### config.mk
export PLATFORM = sky130hd
export DESIGN_NAME = tdm_demux41b
export DESIGN_NICKNAME = d
export VERILOG_FILES = /design/src/rtl/tdm_demux41b.sv
export SDC_FILE = /design/constraint.sdc
export NUM_CORES = 1
export LEC_CHECK = 0
export BUFFER_PORTS_ARGS = -buffer_cell sky130_fd_sc_hd__buf_2
export CAP_MARGIN = 20
export CELL_PAD_IN_SITES_DETAIL_PLACEMENT = 0
export CELL_PAD_IN_SITES_GLOBAL_PLACEMENT = 1
export CORE_ASPECT_RATIO = 1.2
export CORE_UTILIZATION = 40
export CTS_CLUSTER_SIZE = 14
export DETAILED_ROUTE_END_ITERATION = 8
export HOLD_SLACK_MARGIN = 0.03
export PLACE_DENSITY_LB_ADDON = 0.2
export SLEW_MARGIN = 20
export SYNTH_ARGS = -nofsm -noshare
export SYNTH_HDL_FRONTEND = slang
export SYNTH_SLANG_ARGS = --single-unit
### constraint.sdc
create_clock -name clk -period 2.7 [get_ports clk]
set_clock_uncertainty 0.1 [all_clocks]
set_input_delay 0.675 -clock clk [delete_from_list [all_inputs] [get_ports clk]]
set_output_delay 0.675 -clock clk [all_outputs]
set_load 0.05 [all_outputs]
### src/rtl/tdm_demux41b.sv
// ---------------------------------------------------------------------------
// tdm_demux41b
// Receive end of a 4:1 time-division link. One lane arrives per beat, and
// in_sof marks slot 0. The block tracks the slot locally and assembles the
// lanes into a word. Each complete frame is offered to a registered
// valid/ready output stage.
//
// Ports
//   clk        rising-edge clock
//   rst_n      asynchronous active-low reset
//   in_valid   a beat is present on in_data (always taken, no backpressure)
//   in_sof     the beat is slot 0 of a frame (ignored when in_valid=0)
//   in_data    lane payload, W bits
//   out_word   assembled frame, lane k at out_word[k*W +: W]
//   out_valid  out_word holds a frame that has not been consumed yet
//   out_ready  consumer takes out_word when out_valid && out_ready
//   slot       next expected slot index (debug)
//   sync_err   one-cycle pulse: in_sof arrived in the middle of a frame
//   overrun    one-cycle pulse: a completed frame was dropped (output full)
// ---------------------------------------------------------------------------
module tdm_demux41b #(
   parameter int W  = 1,
   parameter int N  = 4,
   parameter int SW = 2
) (
   input  logic           clk,
   input  logic           rst_n,
   input  logic           in_valid,
   input  logic           in_sof,
   input  logic [W-1:0]   in_data,
   output logic [N*W-1:0] out_word,
   output logic           out_valid,
   input  logic           out_ready,
   output logic [SW-1:0]  slot,
   output logic           sync_err,
   output logic           overrun
);

   typedef enum logic {
      HUNT    = 1'b0,
      COLLECT = 1'b1
   } state_t;

   state_t           state_q, state_d;
   logic [SW-1:0]    slot_q, slot_d;
   logic [N*W-1:0]   asm_q, asm_d;
   logic [N*W-1:0]   outWord_q, outWord_d;
   logic             outValid_q, outValid_d;
   logic             syncErr_q, syncErr_d;
   logic             overrun_q, overrun_d;
   logic             frameDone;

   // Frame assembly and slot tracking.
   // HUNT throws beats away until it sees a start of frame. COLLECT writes
   // each beat into the lane named by the slot counter. If a start of frame
   // arrives in the middle of a frame, the partial frame is abandoned. That
   // beat becomes lane 0 of a fresh frame, so the block resyncs without
   // losing it. When the beat for the last slot is written, frameDone is
   // raised. asm_d already contains that beat, so the output stage sees the
   // whole frame on the same edge.
   always_comb begin
      state_d   = state_q;
      slot_d    = slot_q;
      asm_d     = asm_q;
      syncErr_d = 1'b0;
      frameDone = 1'b0;
      unique case (state_q)
         HUNT: begin
            if (in_valid && in_sof) begin
               asm_d[0 +: W] = in_data;
               slot_d        = SW'(1);
               state_d       = COLLECT;
            end
         end
         COLLECT: begin
            if (in_valid) begin
               if (in_sof) begin
                  syncErr_d     = 1'b1;
                  asm_d[0 +: W] = in_data;
                  slot_d        = SW'(1);
               end else begin
                  asm_d[slot_q*W +: W] = in_data;
                  if (slot_q == SW'(N-1)) begin
                     slot_d    = '0;
                     state_d   = HUNT;
                     frameDone = 1'b1;
                  end else begin
                     slot_d = slot_q + SW'(1);
                  end
               end
            end
         end
         default: state_d = HUNT;
      endcase
   end

   // Output holding register.
   // A completed frame loads when the register is empty, or when the
   // register is being drained on this very edge. A consumer handshake on
   // the completion edge therefore swaps in the new word with no bubble.
   // If the register is full and not draining, the new frame is dropped,
   // the old word stays, and overrun pulses.
   always_comb begin
      outWord_d  = outWord_q;
      outValid_d = outValid_q;
      overrun_d  = 1'b0;
      if (frameDone) begin
         if (!outValid_q || out_ready) begin
            outWord_d  = asm_d;
            outValid_d = 1'b1;
         end else begin
            overrun_d = 1'b1;
         end
      end else if (outValid_q && out_ready) begin
         outValid_d = 1'b0;
      end
   end

   // All state is cleared by the asynchronous reset. A partial frame that
   // is in progress when reset asserts is discarded along with everything
   // else.
   always_ff @(posedge clk or negedge rst_n) begin
      if (!rst_n) begin
         state_q    <= HUNT;
         slot_q     <= '0;
         asm_q      <= '0;
         outWord_q  <= '0;
         outValid_q <= 1'b0;
         syncErr_q  <= 1'b0;
         overrun_q  <= 1'b0;
      end else begin
         state_q    <= state_d;
         slot_q     <= slot_d;
         asm_q      <= asm_d;
         outWord_q  <= outWord_d;
         outValid_q <= outValid_d;
         syncErr_q  <= syncErr_d;
         overrun_q  <= overrun_d;
      end
   end

   assign out_word  = outWord_q;
   assign out_valid = outValid_q;
   assign slot      = slot_q;
   assign sync_err  = syncErr_q;
   assign overrun   = overrun_q;

endmodule

# Word-level counts from Yosys, hierarchy flattened
# Index checks and enable logic that the tools add are counted.
# W data, S select, Z words.
[word_totals]
ff_bits = 14
word_cells = 53
[op_classes]
n_mux = 29
reduce_logical = 8
addsub = 2
shifts = 2
n_eq_ne = 4
bitwise_logic = 1
[ops]
columns = ["op", "count"]
rows = [
  ["$neg A2 Y34", 1],
  ["$shift A1 B34 Y4 const A", 1],
  ["$shiftx A1 B34 Y4", 1],
  ["$mux W1", 18],
  ["$mux W2", 4],
  ["$mux W3", 2],
  ["$reduce_and A2 Y1", 3],
  ["$bwmux W4", 1],
  ["$mux W4", 1],
  ["$ne A2 B2 Y1 const B", 2],
  ["$pmux W1 S2", 2],
  ["$pmux W2 S2", 1],
  ["$add A2 B1 Y2 const B", 1],
  ["$eq A2 B2 Y1 const B", 1],
  ["$logic_and A1 B1 Y1", 2],
  ["$ne A2 B1 Y1 const B", 1],
  ["$reduce_bool A2 Y1", 1],
  ["$logic_not A1 Y1", 1],
  ["$logic_or A1 B1 Y1", 1],
  ["$not A1 Y1", 1],
]

# Logic depth before layout (Yosys ltp)
[logic_depth]
word_depth = 7
depth_mapped = 5
mapped_depth_nobuf = 5

# Least setup slack after synthesis
# OpenSTA, ideal clock, no wires.
[synth_path]
path_kind = "reg2reg"
start = "register slot_q[0] (netlist: slot[0])"
end = "register outWord_q[2] (netlist: out_word[2])"
path_stages_with_launch = 6
setup_ns = 0.080
period_less_slack_ns = 2.180
n_path_buf = 0
t_arrival_ns = 2.001
setup_slack_ns = 0.520
t_required_ns = 2.520
cell_sequence = "dfrtp_1 > inv_1 > ha_1 > or3b_1 > or4_1 > a2bb2oi_1"
[synth_between]
elab_chain_len = 6
elab_cells_between_ends = 13
cone_classes = "add/sub (1); eq/ne (1); shift (2); mux (8); reduce/logical (1)"
[synth_lines]
columns = ["element", "line_no", "text"]
rows = [
  ["from (decl)", "45", "logic [SW-1:0] slot_q, slot_d;"],
  ["from (signal assigned)", "133", "slot_q <= slot_d;"],
  ["$neg A2 Y34 / $eq A2 B2 Y1 (equally long branches)", "82, 83", ""],
  ["$shiftx A1 B34 Y4 (tied with other cells)", "82", "asm_d[slot_q*W +: W] = in_data;"],
  ["$bwmux W4 / $mux W1 (equally long branches)", "82, 77", ""],
  ["$mux W3 / $mux W1 (equally long branches)", "77, 76", ""],
  ["$mux W4 / $mux W1 (equally long branches)", "76, 67", ""],
  ["$mux W3 / $reduce_and A2 Y1 (equally long branches)", "-", ""],
  ["to (signal assigned)", "135", "outWord_q <= outWord_d;"],
  ["to (decl)", "47", "logic [N*W-1:0] outWord_q, outWord_d;"],
]
# Parallel ways exist; a longest one is shown, timed or not.
# A chain may end at the register's enable or synchronous reset.

# Final worst setup path
[layout_path]
start = "register slot_q[1] (netlist: slot[1])"
end = "register outWord_q[2] (netlist: out_word[2])"
# Same word-level chain as after synthesis.

==> results by group <==
Finish
  • Commonest non-fill, non-tap cells in the layout: sky130_fd_sc_hd__buf_2 (14), sky130_fd_sc_hd__dfrtp_1 (13), sky130_fd_sc_hd__nand2_1 (12)
  • Growth of design area from synthesis to finish: 17.4%
  • Final net count: 94
  • Final instance count without filler cells: 99
  • Most common library cell in the layout ignoring fill and taps: sky130_fd_sc_hd__buf_2
  • Diode insertion count for antenna repair: 0
  • Fraction of final layout cells with drive strength greater than 1: 24.4%

STA
  • Setup repair after global routing missed its margin: no
  • Final worst hold slack: 0.172 ns
  • Normalized max-slew margin: 77.6%
  • Transition at the pin with the smallest max-transition slack: ~0.34 ns
  • Shortest clock period the worst path allows after layout: 1.95 ns
  • Final Hold Violating Endpoints: 0
  • Highest clock frequency the design can meet: 513 MHz
  • Final-report max-slew violation count: 0
  • Total negative slack: 0 ns
  • Finish-stage setup viols: 0
  • Share of the cycle needed by the critical path after routing: 72.2%

Power
  • Power Total: 0.000800 W
  • Lkg Pwr: roughly 0.42 nW
  • Worst IR drop on VDD: 428 uV
  • Areal power density over the cells: 1010 mW/mm^2

Synth
  • Largest area contributor in the synthesized netlist: sky130_fd_sc_hd__dfrtp_1
  • Sequential element share of the synthesized area: 48.2%
  • Post-synth top area share: roughly half
  • Synthesized flop and latch total: 13
  • Synthesized netlist cell count: 65
  • Number of distinct library cell variants in the gate-level netlist after synthesis: 26
  • Synth Net Count: 76
  • Number of warnings reported in the yosys synthesis log: 0
  • Post-Synthesis Cell Area: 674 um^2
  • Mean instance size in the synthesized netlist: approximately 10 um^2
  • Most area-consuming cells after synthesis: sky130_fd_sc_hd__dfrtp_1 (48%), sky130_fd_sc_hd__ha_1 (9.3%), sky130_fd_sc_hd__nand2_1 (6.7%)

Routing
  • Routed wire length per instance: about 14 um
  • Average vias per placed instance: 5.51
  • Remaining antenna violation count after routing: 0
  • First-pass iteration count of the detailed router: 4
  • Via count: 545
  • Overall routed net length: 1340 um
  • Initial DRC count: 13
  • Drt drc: 0

Setup path
  • Highest fanout seen on the critical path: 5
  • Endpoint type of the worst setup path: flip-flop
  • Critical setup path kind: flip-flop to flip-flop
  • Worst path max stage delay: between 0.4 and 0.5 ns
  • CP cell instances: inv_1 -> ha_1 -> or3b_1 -> or4_1 -> a2bb2oi_1
  • Required time of the critical path: 2.78 ns
  • Critical path launch point type: flip-flop
  • Data arrival time at the worst-slack endpoint: 2.03 ns
  • Worst path slowest cell: sky130_fd_sc_hd__or4_1

Clock tree
  • Resized Gates After CTS: 0
  • Maximum root-to-sink buffer count: 2
  • Setup bufs post-CTS: 0
  • Post-CTS Hold Buffers: 0
  • Clock insertion delay at the later pin of the skew report: 0.27 ns
  • Clock root buffer: sky130_fd_sc_hd__clkbuf_4
  • CTS HTree Levels: 1
  • CTS tree: built
  • Number of CTS-inserted buffers: 3
  • Clock Pin Slew Worst Setup and Hold Paths: around 0.080 ns
  • Number of clock sinks: 13

Global route
  • Pin count of the biggest net entering global routing: 14
  • Number of antenna violations at the first check in global routing: 0
  • Overflow left after global routing: 0
  • Vias in the first global route: just under 500
  • Wire length of the first global-routing pass: 2170 um
  • Global routing usage summed across all routing layers: between 10% and 20%

Floorplanning
  • Die Width: about 39 um
  • Core region area: 0.00150 mm^2
  • IO Pins: 15
  • Vertical die dimension: between 40 and 50 um
  • Die Area: 0.00186 mm^2
  • Initial Utilization: 44.9%
  • Number of placement rows: 15

Placed design
  • Placer Congestion: 0.697
  • Buffers added on ports: 14
  • Post-detailed-placement half-perimeter wirelength: 1040 um
  • Total instance count after detailed placement: 95

Job
  • # Max-Cap Violations: 0

Run status
  • Status: completed

Worst hold path
  • Type of the worst min-delay path: input pin to asynchronous set/reset pin
-- worst paths after layout --
check	slack, ns	end	from	depth (start not counted)
worst min-delay path	0.17	out_word[2]	rst_n	1
worst min register to register	0.38	out_word[3]	out_word[3]	1
worst max register to register	0.75	out_word[2]	slot[1]	5
max in group asynchronous	2.11	out_word[0]	rst_n	1
min in group clk	0.38	out_word[3]	out_word[3]	1
worst max-delay path	0.75	out_word[2]	slot[1]	5
-- cell families (layout without fill, tap and decap cells) --
group | Yosys count | after routing | share of synthesized area [%]
buffers and inverters | 5 | 22 | 2.97
flip-flops | 13 | 13 | 48.2
AND/OR/NAND/NOR | 30 | 30 | 25.8
adder cells (fa/ha/maj) | 5 | 5 | 9.28
AO/OA/AOI/OAI | 10 | 10 | 10.6
multiplexers | 2 | 2 | 3.15
-- metal layers --
layer / track usage [%] / vias to the layer above / share of wire, % / routed length [um]
met5: 0 / - / 0 / 0
met4: 10.3 / 0 / 1.1 / 15
met3: 2.84 / 2 / 4.6 / 62
met2: 29.2 / 18 / 49 / 656
met1: 21.9 / 256 / 45 / 604
li1: - / 269 / - / -
-- synthesized netlist by cell type, drive strengths merged --
master / number
dfrtp: 13
nand2: 12
ha: 5
nand4b: 4
inv: 3
nor2: 3
o21ai: 3
a211oi: 2
a2bb2oi: 2
nand3: 2
a21boi: 1
a22o: 1
and3: 1
and4bb: 1
buf: 1
clkbuf: 1
mux2: 1
mux2i: 1
nand2b: 1
nand4bb: 1
nor2b: 1
nor3b: 1
o31ai: 1
or3: 1
or3b: 1
or4: 1
-- flip-flops by register name, summed over array words and instances, names as in the netlist --
name	count
slot	2
overrun	1
state_q	1
sync_err	1
asm_q	3
out_valid	1
out_word	4
-- metrics by stage --
step / util [%] / worst slack, ns / area, um^2
finish: 52.8 / 0.752 / 792
floorplan: - / 0.520 / 674
global route: 52.8 / 0.637 / 792
CTS: 52.8 / 0.728 / 792
detailed placement: 50.9 / 0.663 / 764
global placement: 50.9 / 0.721 / 764
-- critical path, delay by kind of cell, from the launching register on --
| family | cells | cell delay (ns) |
|---|---|---|
| adder cells (fa/ha/maj) | 1 | 0.21 |
| AO/OA/AOI/OAI | 1 | 0.20 |
| buffers and inverters | 1 | 0.10 |
| flip-flops | 1 | 0.42 |
| AND/OR/NAND/NOR | 2 | 0.82 |
-- area by class of cell --
cell class	instances	area (um^2)
clock buffer	3	22.5
clock inverter	1	5.00
fill	150	709
inverter	3	11.3
multi-input combinational	47	329
sequential	13	325
tap	17	21.3
timing repair buffer	15	77.6
-- report_power, final --
part	internal, W	leakage, nW	switching (W)
Clock	0.0000548	0.0177	0.0000605
Combinational	0.000120	0.236	0.000267
Sequential	0.000252	0.167	0.0000462
Total	0.000426	0.421	0.000374
(Power assumes the default switching activity.)
